File: config.mk
export PLATFORM = sky130hd
export DESIGN_NAME = writeback_stage
export DESIGN_NICKNAME = d
export VERILOG_FILES = /design/src/rtl/writeback_stage.sv
export SDC_FILE = /design/constraint.sdc
export NUM_CORES = 1
export LEC_CHECK = 0
export BUFFER_PORTS_ARGS = -buffer_cell sky130_fd_sc_hd__buf_2
export CORE_UTILIZATION = 35
export CTS_CLUSTER_SIZE = 25
export DETAILED_ROUTE_END_ITERATION = 12
export PLACE_DENSITY = 0.66
export SYNTH_ARGS = -nofsm -noshare
export SYNTH_HDL_FRONTEND = slang
export SYNTH_SLANG_ARGS = --single-unit
File: constraint.sdc
create_clock -name clk -period 2.3 [get_ports clk]
set_input_delay 0.23 -clock clk [delete_from_list [all_inputs] [get_ports clk]]
set_output_delay 0.23 -clock clk [all_outputs]
set_load 0.05 [all_outputs]
File: src/rtl/writeback_stage.sv
// MEM/WB pipeline register with four-way write-back result selection and
// sub-word load extraction (byte/halfword, sign or zero extended).
module writeback_stage #(
  parameter int DATA_W = 32,
  parameter int ADDR_W = 5,
  parameter int LANE_W = 2
) (
  input  logic              clk,
  input  logic              rst_n,
  input  logic              StallW,
  input  logic              FlushW,
  input  logic              RegWriteM,
  input  logic [1:0]        ResultSrcM,
  input  logic [2:0]        LoadTypeM,
  input  logic [ADDR_W-1:0] WriteRegM,
  input  logic [DATA_W-1:0] ALUOutM,
  input  logic [DATA_W-1:0] ReadDataM,
  input  logic [DATA_W-1:0] PCPlus8M,
  input  logic [DATA_W-1:0] HiLoM,
  output logic              RegWriteW,
  output logic [ADDR_W-1:0] WriteRegW,
  output logic [DATA_W-1:0] ResultW,
  output logic              ValidW,
  output logic              AlignErrW
);

  localparam logic [1:0] SRC_ALU  = 2'b00;
  localparam logic [1:0] SRC_MEM  = 2'b01;
  localparam logic [1:0] SRC_LINK = 2'b10;

  localparam logic [2:0] LD_BYTE_S = 3'b001;
  localparam logic [2:0] LD_BYTE_U = 3'b010;
  localparam logic [2:0] LD_HALF_S = 3'b011;
  localparam logic [2:0] LD_HALF_U = 3'b100;

  logic              reg_write_p0;
  logic [1:0]        result_src_p0;
  logic [2:0]        load_type_p0;
  logic [ADDR_W-1:0] write_reg_p0;
  logic [DATA_W-1:0] alu_out_p0;
  logic [DATA_W-1:0] read_data_p0;
  logic [DATA_W-1:0] pc_plus8_p0;
  logic [DATA_W-1:0] hi_lo_p0;
  logic              vld_p0;

  // Lane-select and extend a loaded value; halfwords use the even lane at or
  // below the address so a misaligned access still yields debuggable data.
  function automatic logic [DATA_W-1:0] load_extract(
    input logic [2:0]        load_type,
    input logic [DATA_W-1:0] data,
    input logic [LANE_W-1:0] lane
  );
    logic signed [7:0]  byte_val;
    logic signed [15:0] half_val;
    logic [LANE_W-1:0]  half_lane;
    half_lane = {lane[LANE_W-1:1], 1'b0};
    byte_val  = data[8*int'(lane) +: 8];
    half_val  = data[8*int'(half_lane) +: 16];
    case (load_type)
      LD_BYTE_S: load_extract = {{(DATA_W-8){byte_val[7]}}, byte_val};
      LD_BYTE_U: load_extract = {{(DATA_W-8){1'b0}}, byte_val};
      LD_HALF_S: load_extract = {{(DATA_W-16){half_val[15]}}, half_val};
      LD_HALF_U: load_extract = {{(DATA_W-16){1'b0}}, half_val};
      default:   load_extract = data;
    endcase
  endfunction

  // Stage p0: W-stage register; flush beats stall.
  always_ff @(posedge clk or negedge rst_n) begin
    if (!rst_n) begin
      vld_p0        <= 1'b0;
      reg_write_p0  <= 1'b0;
      result_src_p0 <= SRC_ALU;
      load_type_p0  <= 3'b000;
      write_reg_p0  <= '0;
      alu_out_p0    <= '0;
      read_data_p0  <= '0;
      pc_plus8_p0   <= '0;
      hi_lo_p0      <= '0;
    end else if (FlushW) begin
      vld_p0        <= 1'b0;
      reg_write_p0  <= 1'b0;
      result_src_p0 <= SRC_ALU;
      load_type_p0  <= 3'b000;
      write_reg_p0  <= '0;
      alu_out_p0    <= '0;
      read_data_p0  <= '0;
      pc_plus8_p0   <= '0;
      hi_lo_p0      <= '0;
    end else if (!StallW) begin
      vld_p0        <= 1'b1;
      reg_write_p0  <= RegWriteM;
      result_src_p0 <= ResultSrcM;
      load_type_p0  <= LoadTypeM;
      write_reg_p0  <= WriteRegM;
      alu_out_p0    <= ALUOutM;
      read_data_p0  <= ReadDataM;
      pc_plus8_p0   <= PCPlus8M;
      hi_lo_p0      <= HiLoM;
    end
  end

  always_comb begin
    case (result_src_p0)
      SRC_ALU:  ResultW = alu_out_p0;
      SRC_MEM:  ResultW = load_extract(load_type_p0, read_data_p0, alu_out_p0[LANE_W-1:0]);
      SRC_LINK: ResultW = pc_plus8_p0;
      default:  ResultW = hi_lo_p0;
    endcase
  end

  // Word alignment is enforced upstream; only halfword loads are checked here.
  assign AlignErrW = (result_src_p0 == SRC_MEM) && alu_out_p0[0] &&
                     ((load_type_p0 == LD_HALF_S) || (load_type_p0 == LD_HALF_U));
  assign RegWriteW = reg_write_p0 & vld_p0 & ~AlignErrW;
  assign WriteRegW = write_reg_p0;
  assign ValidW    = vld_p0;

endmodule

Word-level counts from Yosys, hierarchy flattened
Cells that the tools add are included.
- bits in registers: 140
- bits in latches: 0
- memory bits (writable): 0
- ROM bits: 0
- output and inout bits: 40
- memories: 0
- add/sub/neg operators: 0
- multipliers: 0
- div/mod/pow operators: 0
- order comparisons: 0
- eq/ne operators: 7
- shifts and indexed selects: 2
- muxes and demuxes: 20
- bitwise logic cells: 3
- reduce and logical (&&, ||, !) cells: 4
- operators by type and width (cell ; number):
    $mux W32 ; 8
    $pmux W32 S4 ; 1
    $pmux W32 S3 ; 1
    $shiftx A32 B6 Y16 ; 1
    $shiftx A32 B6 Y8 ; 1
    $mux W5 ; 2
    $eq A3 B2 Y1 const B ; 2
    $mux W3 ; 2
    $mux W1 ; 4
    $mux W2 ; 2
    $eq A3 B1 Y1 const B ; 1
    $eq A3 B3 Y1 const B ; 1
    $and A1 B1 Y1 ; 2
    $eq A2 B1 Y1 const B ; 1
    $eq A2 B2 Y1 const B ; 1
    $logic_and A1 B1 Y1 ; 2
    $logic_not A2 Y1 ; 1
    $ne A2 B1 Y1 const B ; 1
    $logic_or A1 B1 Y1 ; 1
    $not A1 Y1 ; 1

Logic depth before layout (Yosys ltp)
- word-level depth: 5
- depth in mapped cells: 7

Worst setup path before layout
No wires, ideal clock.
- path type: register to output
- start point: register load_type_p0[0]
- end point: output port ResultW[1]
- arrival time: 2.547 ns
- required time: 2.070 ns
- slack: -0.477 ns
- stages on the path, launching flop included: 7
- path buffers: 2
- cell sequence: dfrtp_1 -> buf_4 -> o21ai_2 -> and2_1 -> buf_2 -> o21ai_0 -> a221oi_1
- word-level cells in the longest chain between the ends: 3
- elaborated cells on any way between the ends: 6
- classes of those cells: eq/ne (4); mux (2)
- ends and longest elaborated chain (what ; RTL line ; source):
    from (decl) ; 38 ; logic [2:0] load_type_p0;
    from (signal assigned) ; 94 ; load_type_p0 <= LoadTypeM;
    $eq A3 B3 Y1 (tied with other cells) ; 59 ; case (load_type)
    $pmux W32 S4 * ; 59 ;
    $pmux W32 S3 * ; 104 ; case (result_src_p0)
    to (decl) ; 22 ; output logic [DATA_W-1:0] ResultW,
Mark *: on every way between the ends. The rest lies on a longest branch, timed or not.

Worst setup path in the final report
- start point: register alu_out_p0[0]
- end point: output port ResultW[14]
- word-level cells in the longest chain between the ends: 3
- ends and longest elaborated chain (what ; RTL line ; source):
    from (decl) ; 40 ; logic [DATA_W-1:0] alu_out_p0;
    from (signal assigned) ; 96 ; alu_out_p0 <= ALUOutM;
    $shiftx A32 B6 Y8 ; 57 ; byte_val = data[8*int'(lane) +: 8];
    $pmux W32 S4 ; 59 ;
    $pmux W32 S3 ; 104 ;
No other way between the ends.

==> impl_metrics.toml <==
[logic_synthesis]
yosys.area_share.adder = 0
synthXorXnorAreaFrac = 0.002406
synth_top_area_frac = 0.4813
yosys.area.top_type = "dfrtp_1"
muxShareOfSynthArea = 0.2411
yosys.area_share.simple = 0.1167
synth_nets = 856
synth_compound_area_frac = 0.1117
yosys-top-cells-area = "dfrtp_1 48%, mux2i_1 24%, nor2_1 8.1%"
yosys_warnings = 0
netlist_area_um2 = 7279
ys_ff_latch = 140
synth_top_family_by_area = "multiplexers"
avgSynthCellArea_um2 = 10.21
synth_cell_types = 38
seq_area_frac_synth = 0.4813
postSynthCellCount = 713

[final_layout]
drive_above_1_share = 0.3794
area_growth_pct = 42.37
final_cell_mix = "164 x mux2i_1, 157 x nor2_1, 145 x buf_2"
design_area_um2 = 10360
final_common_cell = "mux2i_1"
nNetsFinal = 1071
num_antenna_cells = 0

[power]
p_clk_frac = 0.387
vdd_drop_max_mv = 0.5401
power.density_nw_per_um2 = 689.8
power_switching_mw = 2.227
netSwitchingFraction = 0.3116
power_frac_seq = 0.380
p_leak_nw = 5.019
power.internal_mw = 4.921
power_frac_comb = 0.233

[routing]
first_pass_iters = 7
antenna_left = 0
num_vias = 6388
finalWirelength_um = 24190
drc = 0
wl_per_cell_um = 19.97
drt_iter0_drc = 550
via_per_inst = 5.275

[timing]
worst_pin_slew_ns = 0.4876
period_needed_ns = 2.565
final_max_slew_viol_count = 0
fin_crit_sh = 1.115
rsz0062_at_grt = "true"
setup_viol = 31
slew_headroom = 0.6749
finClkSkew_ns = 0
hold_viol_final = 0
fmax_mhz = 389.9
whs_ns = 0.04407
setup_ws_ns = -0.2650

[floorplanning]
core_area_um2 = 20300
die_w_um = 146.2
start_util = 0.3586
die_area_um2 = 21380
rows = 52
fp.dieH_um = 146.2
boundaryPins = 183

[global_routing]
antenna_found_initial = 0
grt_pass1_wl_um = 36810
grt_max_degree = 54
grt_pass1_vias = 6242
gr-total-overflow = 0
grt_usage = 0.2270

[setup_path]
cp-end-kind = "output pin"
cp.arrival_ns = 2.33
required_ns = 2.07
worst-path-max-fanout = 8
start_kind = "flip-flop"
crit_type = "reg2out"

[outcome]
run_status = "finished with violations"
violations = "negative setup slack"

[clock_tree]
path_clk_slew_ns = 0.06
clkSinkCount = 140
cts_inserted_buffers = 17
cts_root_buf = "clkbuf_16"
cts_tree = "yes"
htreeDepth = 4
clockBufferDepth = 2
insertion_delay_ns = 0.42

[placement]
portBuffers = 182
hpwlAfterDp_um = 16650
globalplace.congestion = 0.8792
place_area_um2 = 8944

[worst_hold_path]
hold_path_class = "in2reg"

[run]
maxCapViolations = 0
[power groups by stage]
stage	logic [mW]	clock network (mW)	registers (mW)
2_1_floorplan	0.881	0	2.73
3_3_place_gp	1.40	0	2.75
3_5_place_dp	1.41	0	2.75
4_1_cts	1.59	2.81	2.71
5_1_grt	1.77	2.90	2.73
6_report	1.67	2.77	2.72
[sequential cells by signal (all words and copies together) (netlist names)]
signal and flops:
alu_out_p0 32, hi_lo_p0 32, pc_plus8_p0 32, read_data_p0 32, WriteRegW 5, load_type_p0 3
result_src_p0 2, ValidW 1, reg_write_p0 1
[per-stage QoR]
step	std cells	total power [mW]	setup TNS, ns	worst slack, ns	util
2_1_floorplan	713	3.608	-0.1212	-0.03696	-
3_3_place_gp	1157	4.149	0	0.1338	0.4406
3_5_place_dp	1157	4.162	0	0.1003	0.4406
4_1_cts	1200	7.109	-5.589	-0.2608	0.4975
5_1_grt	1211	7.401	-7.546	-0.3350	0.5105
6_report	1211	7.149	-5.590	-0.2650	0.5105
[per-layer routing]
| metal | wire length [um] | vias to the layer above | global-route usage |
|---|---|---|---|
| met4 | 802 | 0 | 0.1036 |
| met5 | 0 | - | 0 |
| met3 | 1488 | 61 | 0.03219 |
| met1 | 11300 | 3066 | 0.3377 |
| met2 | 10600 | 295 | 0.3238 |
| li1 | - | 2966 | - |
[what timing repair did]
item,4_1_cts,5_1_grt
pin swaps,13,19
buffers inserted,9,10
hold buffers,1,0
endpoints found under the hold margin,47,0
resized for setup,122,42
endpoints found under the setup margin,34,34
cloned,1,1
[cells in the mapped netlist (all sizes together)]
cell type and count:
clkinv 1, nand2 21, xnor2 2, mux2 1, o21a 7, mux2i 172, o21ai 38, clkbuf 28
or3b 1, inv 17, nand2b 3, or2 1, o211a 8, or3 1, nand3b 1, o211ai 8
o2111ai 1, a221oi 7, and2 3, o311ai 1, nor3b 1, nor2b 1, nor4 14, nor3 1
a31oi 7, buf 30, nor2 158, dfrtp 140, a2bb2oi 1, a21oi 18, o221ai 17, o31ai 2
mux4 1
[worst max-delay path, stage by stage, from the launching register on]
cell	delay, ns
dfrtp_1	0.39
mux4_2	0.58
o311ai_4	0.29
buf_12	0.16
o211ai_1	0.11
o211a_1	0.20
buf_6	0.17
[cell families after synthesis]
kind of cell,Yosys count
xor+xnor,2
flops,140
buf+inv,76
mux,174
compound gates,115
simple gates,206
[final timing paths]
check	from	endpoint	slack, ns	cells past startpoint
setup / recovery	alu_out_p0[0]	ResultW[14]	-0.26	6
hold / removal	HiLoM[15]	hi_lo_p0[15]	0.04	3
setup reg to reg	result_src_p0[1]	result_src_p0[1]	1.06	4
hold reg to reg	WriteRegW[2]	WriteRegW[2]	0.52	2
max in group asynchronous	rst_n	pc_plus8_p0[23]	1.30	3
min in group asynchronous	rst_n	hi_lo_p0[5]	0.33	2
[layout make-up]
cell class	count	area, um^2
inverter	18	75.07
fill	1831	9936
timing repair buffer	253	1889
clock inverter	14	145.1
multi-input combinational	498	3969
clock buffer	18	439.2
sequential	140	3508
tap	270	337.8
Note: power is estimated with default switching activity, not from simulation.
